## src/rtl/warp_fetch_scheduler.sv

```systemverilog
// Per-warp fetch sequencer: round-robin picks one READY warp per cycle for the I-cache.
// Optional accepted-fetch counter enabled by BGPU_WFS_PERF_EN.
module warp_fetch_scheduler #(
  parameter int unsigned PcWidth      = 8,
  parameter int unsigned NumWarps     = 8,
  parameter int unsigned WarpWidth    = 4,
  parameter int unsigned PerfCntWidth = 16,
  localparam int unsigned WidWidth    = (NumWarps > 1) ? $clog2(NumWarps) : 1
) (
  input  logic                    clk_i,
  input  logic                    rst_ni,
  input  logic                    alloc_valid_i,
  output logic                    alloc_ready_o,
  input  logic [PcWidth-1:0]      alloc_pc_i,
  input  logic [WarpWidth-1:0]    alloc_act_mask_i,
  output logic [WidWidth-1:0]     alloc_warp_id_o,
  output logic                    fe_valid_o,
  input  logic                    ic_ready_i,
  output logic [PcWidth-1:0]      fe_pc_o,
  output logic [WarpWidth-1:0]    fe_act_mask_o,
  output logic [WidWidth-1:0]     fe_warp_id_o,
  input  logic                    upd_valid_i,
  input  logic [WidWidth-1:0]     upd_warp_id_i,
  input  logic [PcWidth-1:0]      upd_next_pc_i,
  input  logic [WarpWidth-1:0]    upd_act_mask_i,
  input  logic                    upd_done_i,
  output logic                    busy_o,
  output logic [PerfCntWidth-1:0] fetch_cnt_o
);

  localparam logic [1:0] StFree  = 2'd0;
  localparam logic [1:0] StReady = 2'd1;
  localparam logic [1:0] StWait  = 2'd2;

  logic [1:0]           state_q [NumWarps];
  logic [1:0]           state_d [NumWarps];
  logic [PcWidth-1:0]   pc_q    [NumWarps];
  logic [PcWidth-1:0]   pc_d    [NumWarps];
  logic [WarpWidth-1:0] mask_q  [NumWarps];
  logic [WarpWidth-1:0] mask_d  [NumWarps];
  logic [WidWidth-1:0]  rr_q, rr_d;

  logic                 sel_found;
  logic [WidWidth-1:0]  sel_id;
  logic                 fire;
  logic                 upd_in_range;

  // Allocation target and round-robin selection, from registered state only
  always_comb begin
    alloc_ready_o   = 1'b0;
    alloc_warp_id_o = '0;
    busy_o          = 1'b0;
    sel_found       = 1'b0;
    sel_id          = '0;
    for (int i = NumWarps - 1; i >= 0; i--) begin
      if (state_q[WidWidth'(i)] == StFree) begin
        alloc_ready_o   = 1'b1;
        alloc_warp_id_o = WidWidth'(i);
      end else begin
        busy_o = 1'b1;
      end
    end
    for (int unsigned k = 0; k < NumWarps; k++) begin
      if (!sel_found &&
          state_q[WidWidth'((32'(rr_q) + k) % NumWarps)] == StReady) begin
        sel_found = 1'b1;
        sel_id    = WidWidth'((32'(rr_q) + k) % NumWarps);
      end
    end
  end

  assign fire          = sel_found && ic_ready_i;
  assign fe_valid_o    = sel_found;
  assign fe_pc_o       = sel_found ? pc_q[sel_id]   : '0;
  assign fe_act_mask_o = sel_found ? mask_q[sel_id] : '0;
  assign fe_warp_id_o  = sel_found ? sel_id         : '0;

  // Update, allocation and fetch always touch distinct slots in one cycle
  always_comb begin
    state_d      = state_q;
    pc_d         = pc_q;
    mask_d       = mask_q;
    rr_d         = rr_q;
    upd_in_range = 32'(upd_warp_id_i) < NumWarps;

    if (upd_valid_i && upd_in_range && state_q[upd_warp_id_i] == StWait) begin
      if (upd_done_i || upd_act_mask_i == '0) begin
        state_d[upd_warp_id_i] = StFree;
      end else begin
        state_d[upd_warp_id_i] = StReady;
        pc_d[upd_warp_id_i]    = upd_next_pc_i;
        mask_d[upd_warp_id_i]  = upd_act_mask_i;
      end
    end

    if (alloc_valid_i && alloc_ready_o) begin
      state_d[alloc_warp_id_o] = StReady;
      pc_d[alloc_warp_id_o]    = alloc_pc_i;
      mask_d[alloc_warp_id_o]  = alloc_act_mask_i;
    end

    if (fire) begin
      state_d[sel_id] = StWait;
      rr_d = (sel_id == WidWidth'(NumWarps - 1)) ? '0 : sel_id + WidWidth'(1);
    end
  end

  always_ff @(posedge clk_i) begin
    if (!rst_ni) begin
      rr_q <= '0;
      for (int i = 0; i < NumWarps; i++) begin
        state_q[i] <= StFree;
        pc_q[i]    <= '0;
        mask_q[i]  <= '0;
      end
    end else begin
      rr_q    <= rr_d;
      state_q <= state_d;
      pc_q    <= pc_d;
      mask_q  <= mask_d;
    end
  end

  // Illegal updates are dropped by the datapath; flag them in simulation
  always_ff @(posedge clk_i) begin
    if (rst_ni && upd_valid_i) begin
      assert (upd_in_range)
        else $error("update to out-of-range warp id ignored");
      assert (!upd_in_range || state_q[upd_warp_id_i] == StWait)
        else $error("update to non-WAITING warp ignored");
    end
  end

`ifdef BGPU_WFS_PERF_EN
  logic [PerfCntWidth-1:0] fetch_cnt_q, fetch_cnt_d;

  // Saturating count of accepted fetch handshakes
  always_comb begin
    fetch_cnt_d = fetch_cnt_q;
    if (fire && fetch_cnt_q != '1) begin
      fetch_cnt_d = fetch_cnt_q + PerfCntWidth'(1);
    end
  end

  always_ff @(posedge clk_i) begin
    if (!rst_ni) begin
      fetch_cnt_q <= '0;
    end else begin
      fetch_cnt_q <= fetch_cnt_d;
    end
  end

  assign fetch_cnt_o = fetch_cnt_q;
`else
  assign fetch_cnt_o = '0;
`endif

endmodule

```

## config.mk

```make
export PLATFORM = sky130hd
export DESIGN_NAME = warp_fetch_scheduler
export DESIGN_NICKNAME = d
export VERILOG_FILES = /design/src/rtl/warp_fetch_scheduler.sv
export SDC_FILE = /design/constraint.sdc
export NUM_CORES = 1
export LEC_CHECK = 0
export CORE_MARGIN = 4
export CORE_UTILIZATION = 44
export CTS_CLUSTER_SIZE = 20
export DETAILED_ROUTE_END_ITERATION = 8
export GPL_ROUTABILITY_DRIVEN = 0
export SLEW_MARGIN = 25
export SYNTH_ARGS = -nofsm -noshare
export SYNTH_HDL_FRONTEND = slang
export SYNTH_SLANG_ARGS = --single-unit
```

## constraint.sdc

```tcl
create_clock -name clk_i -period 5.3 [get_ports clk_i]
set_clock_uncertainty 0.15 [all_clocks]
set_input_delay 1.06 -clock clk_i [delete_from_list [all_inputs] [get_ports clk_i]]
set_output_delay 1.06 -clock clk_i [all_outputs]
set_load 0.05 [all_outputs]
```

==> flow_summary.ini <==
[yosys]
seq_area_frac_synth = 0.343
synthAdderAreaFrac = 0.00559
yosys.area_share.xor_xnor = 0.00391
ys_top_cells_by_area = dfxtp_1 (34%), mux2i_1 (22%), a211oi_1 (5.7%)
syn_area_um2 = 6720
synthCells = 754
synth_top_area_share = 0.343
yosys.area_share.simple = 0.129
synth_flop_cell = dfxtp_1
yosysUniqueCellTypes = 58
yosys_warnings = 0
synth_compound_area_frac = 0.185
synth_area_per_cell_um2 = 8.91
synth_edf_count = 0
synth-async-reset-ratio = 0
yosysTopAreaCell = dfxtp_1
synth_top_family_by_area = multiplexers
synth_seq_cells = 115
muxShareOfSynthArea = 0.255

[floorplan]
fp.coreArea_um2 = 14800
start_util = 0.455
rows = 44
die_x_um = 132
fp.dieH_um = 132
die-area_um2 = 17300
pin_count = 70

[critical_path]
r2r-start = rr_q[1]$_SDFFE_PN0P_
arrival_ns = 3.90
critical-path-max-stage-delay_ns = 0.59
cp_data_required_time_ns = 4.09
path_cells = inv_2, buf_4, mux2_2, mux4_2, a2111oi_2, a211oi_1, a211oi_4, buf_4, buf_8, mux2i_1, mux2i_1, a22o_1, buf_12
cp_slowest_cell = mux4_2
cp_max_fo = 27
r2r_cells = 14
r2r_end = rr_q[1]$_SDFFE_PN0P_
rrSetupSlack_ns = 1.60
critical_path_class = reg2out
startpoint_type = flip-flop
cp-end-kind = output port

[route]
drt-wirelength-per-cell_um = 20.5
drc = 0
drtIter0Drc = 611
first_pass_iters = 5
routed-via-count = 5839
detail-route-antenna-nets = 0
wl_mm = 20.1
viasPerCell = 5.96

[final_layout]
mostFrequentLayoutCells = mux2i_1 (144), dfxtp_1 (115), nor2_1 (83)
multi_input_area_um2 = 4040
final_core_util = 0.548
final_common_cell = mux2i_1
ff_latch_area_um2 = 2300
final_cell_area_um2 = 8090
fillers = 1332
fin_cells = 979
layout-drive-gt1-share = 0.144
finalNetCount = 819
syn_to_final_growth_pct = 20.4

[global_route]
grt_use_total = 0.224
grt_pass1_vias = 5656
grt_overflow_total = 0
grt_start_max_net_pins = 73
antenna_found_initial = 1
grt_pass1_wl_mm = 31.1

[pwr]
vdd_ir_drop_max_mv = 0.301
power_frac_clock = 0.289
intPower_mw = 2.40
sw_frac_of_total = 0.383
p_seq_frac = 0.268
pwr-share-comb = 0.442
p_leak_nw = 3.14
power.density_nw_per_um2 = 481
power.switching_mw = 1.49

[worst_hold_path]
hp-class = reg2reg
min_path_cells = 2

[timing]
rsz0062_at_grt = no
slew_viol_final = 0
setup-violations-final = 0
fin_crit_sh = 0.964
layout_min_cycle_time_ns = 5.11
tightest_slew_ns = 1.05
maxSlewHeadroom = 0.298
final-hold-violation-count = 0
clock.fmax_ghz = 0.196
setup-tns-final_ns = 0

[placed_design]
port_buffers = 50
dp_cells = 944
dpl.hpwl_mm = 12.6
post_dp_cell_area_um2 = 7410

[clock_network]
clock_latency_ns = 0.41
cts-root-buf = clkbuf_16
cts_sinks = 115
clk_pin_slew_ns = 0.06
cts_buffer_depth = 2
cts_tree = built
htree_levels = 4
numCtsBuffers = 17

[flow_run]
drv_cap = 0

[status]
status = complete, no violations
[power by group through the flow]
stage / Clock [mW] / Sequential, mW / Combinational (mW)
after floorplan: 0 / 1.04 / 1.15
after global placement: 0 / 1.06 / 1.63
after detailed placement: 0 / 1.06 / 1.65
after CTS: 1.14 / 1.04 / 1.67
after global routing: 1.18 / 1.06 / 1.83
final: 1.13 / 1.04 / 1.72
[critical path: cells and delay by family (launching register included)]
family / cells / cell delay (ns)
buffers and inverters: 5 / 0.90
AOI/OAI and AO/OA: 4 / 0.98
muxes: 4 / 1.28
DFF: 1 / 0.31
[cells in the mapped netlist, drive strengths merged (2+ instances only)]
master and count:
inv 7, or3 3, o31ai 4, conb 2
a21boi 2, a21oi 48, buf 42, mux2 7
clkbuf 46, nor3 7, or3b 3, o22a 3
and3 3, nand2 44, nor2 84, mux2i 145
nor4b 2, a22o 12, o21a 3, o21ai 54
and4b 2, nand3 3, ha 3, mux4 8
nand4 2, nand2b 14, xor2 2, o211ai 4
nor4bb 4, a21o 2, a211oi 52, o211a 3
dfxtp 115, nor4 3
[repair_timing]
action | CTS | global route
setup buffers | 0 | 2
gates cloned | 0 | 2
resized for setup | 3 | 11
pin swaps | 0 | 3
hold buffers | 0 | 0
endpoints found under the setup margin | 12 | 12
[area by class of cell]
type                    instances  area share
multi-input cells             560       0.500
flip-flops and latches        115       0.285
repair buffers                 81       0.113
clock buffers                  19      0.0535
well taps                     184      0.0285
clock inverters                11      0.0172
inverters                       8     0.00371
diodes                          1    0.000309
[stage by stage]
stage | setup WS, ns | hold slack (ns) | power, mW
2_1_floorplan | 0.490 | 0.303 | 2.19
3_3_place_gp | 0.428 | 0.309 | 2.68
3_5_place_dp | 0.331 | 0.316 | 2.71
4_1_cts | 0.101 | 0.324 | 3.85
5_1_grt | 0.0289 | 0.353 | 4.07
6_report | 0.189 | 0.327 | 3.89
[worst max-delay path by stage]
| stage | from | end | slack, ns | cells after the start |
|---|---|---|---|---|
| 5_1_grt | rr_q[0]$_SDFFE_PN0P_ | fe_act_mask_o[1] | 0.03 | 13 |
| 3_5_place_dp | rr_q[1]$_SDFFE_PN0P_ | fe_pc_o[2] | 0.33 | 14 |
| 4_1_cts | rr_q[1]$_SDFFE_PN0P_ | fe_pc_o[0] | 0.10 | 13 |
| 3_3_place_gp | rr_q[1]$_SDFFE_PN0P_ | fe_pc_o[2] | 0.43 | 14 |
| 2_1_floorplan | rr_q[0]$_SDFFE_PN0P_ | fe_act_mask_o[0] | 0.49 | 13 |
| 6_report | rr_q[0]$_SDFFE_PN0P_ | fe_act_mask_o[2] | 0.19 | 13 |
[cell families after synthesis]
kind of cell,count (synthesis)
AO/OA/AOI/OAI,194
XOR/XNOR,3
adder cells (fa/ha/maj),3
buffers and inverters,96
flip-flops,115
multiplexers,160
other,2
AND/OR/NAND/NOR,181
[metal layers]
metal / wire length [um] / vias to the layer above / track usage / part of all wire
met3: 1220 / 32 / 0.0505 / 0.061
met4: 427 / 0 / 0.0840 / 0.021
met5: 0 / - / 0 / 0
met2: 9730 / 231 / 0.364 / 0.48
met1: 8730 / 2817 / 0.292 / 0.43
li1: - / 2759 / - / -
No activity file was read; power rests on OpenSTA's default activity.
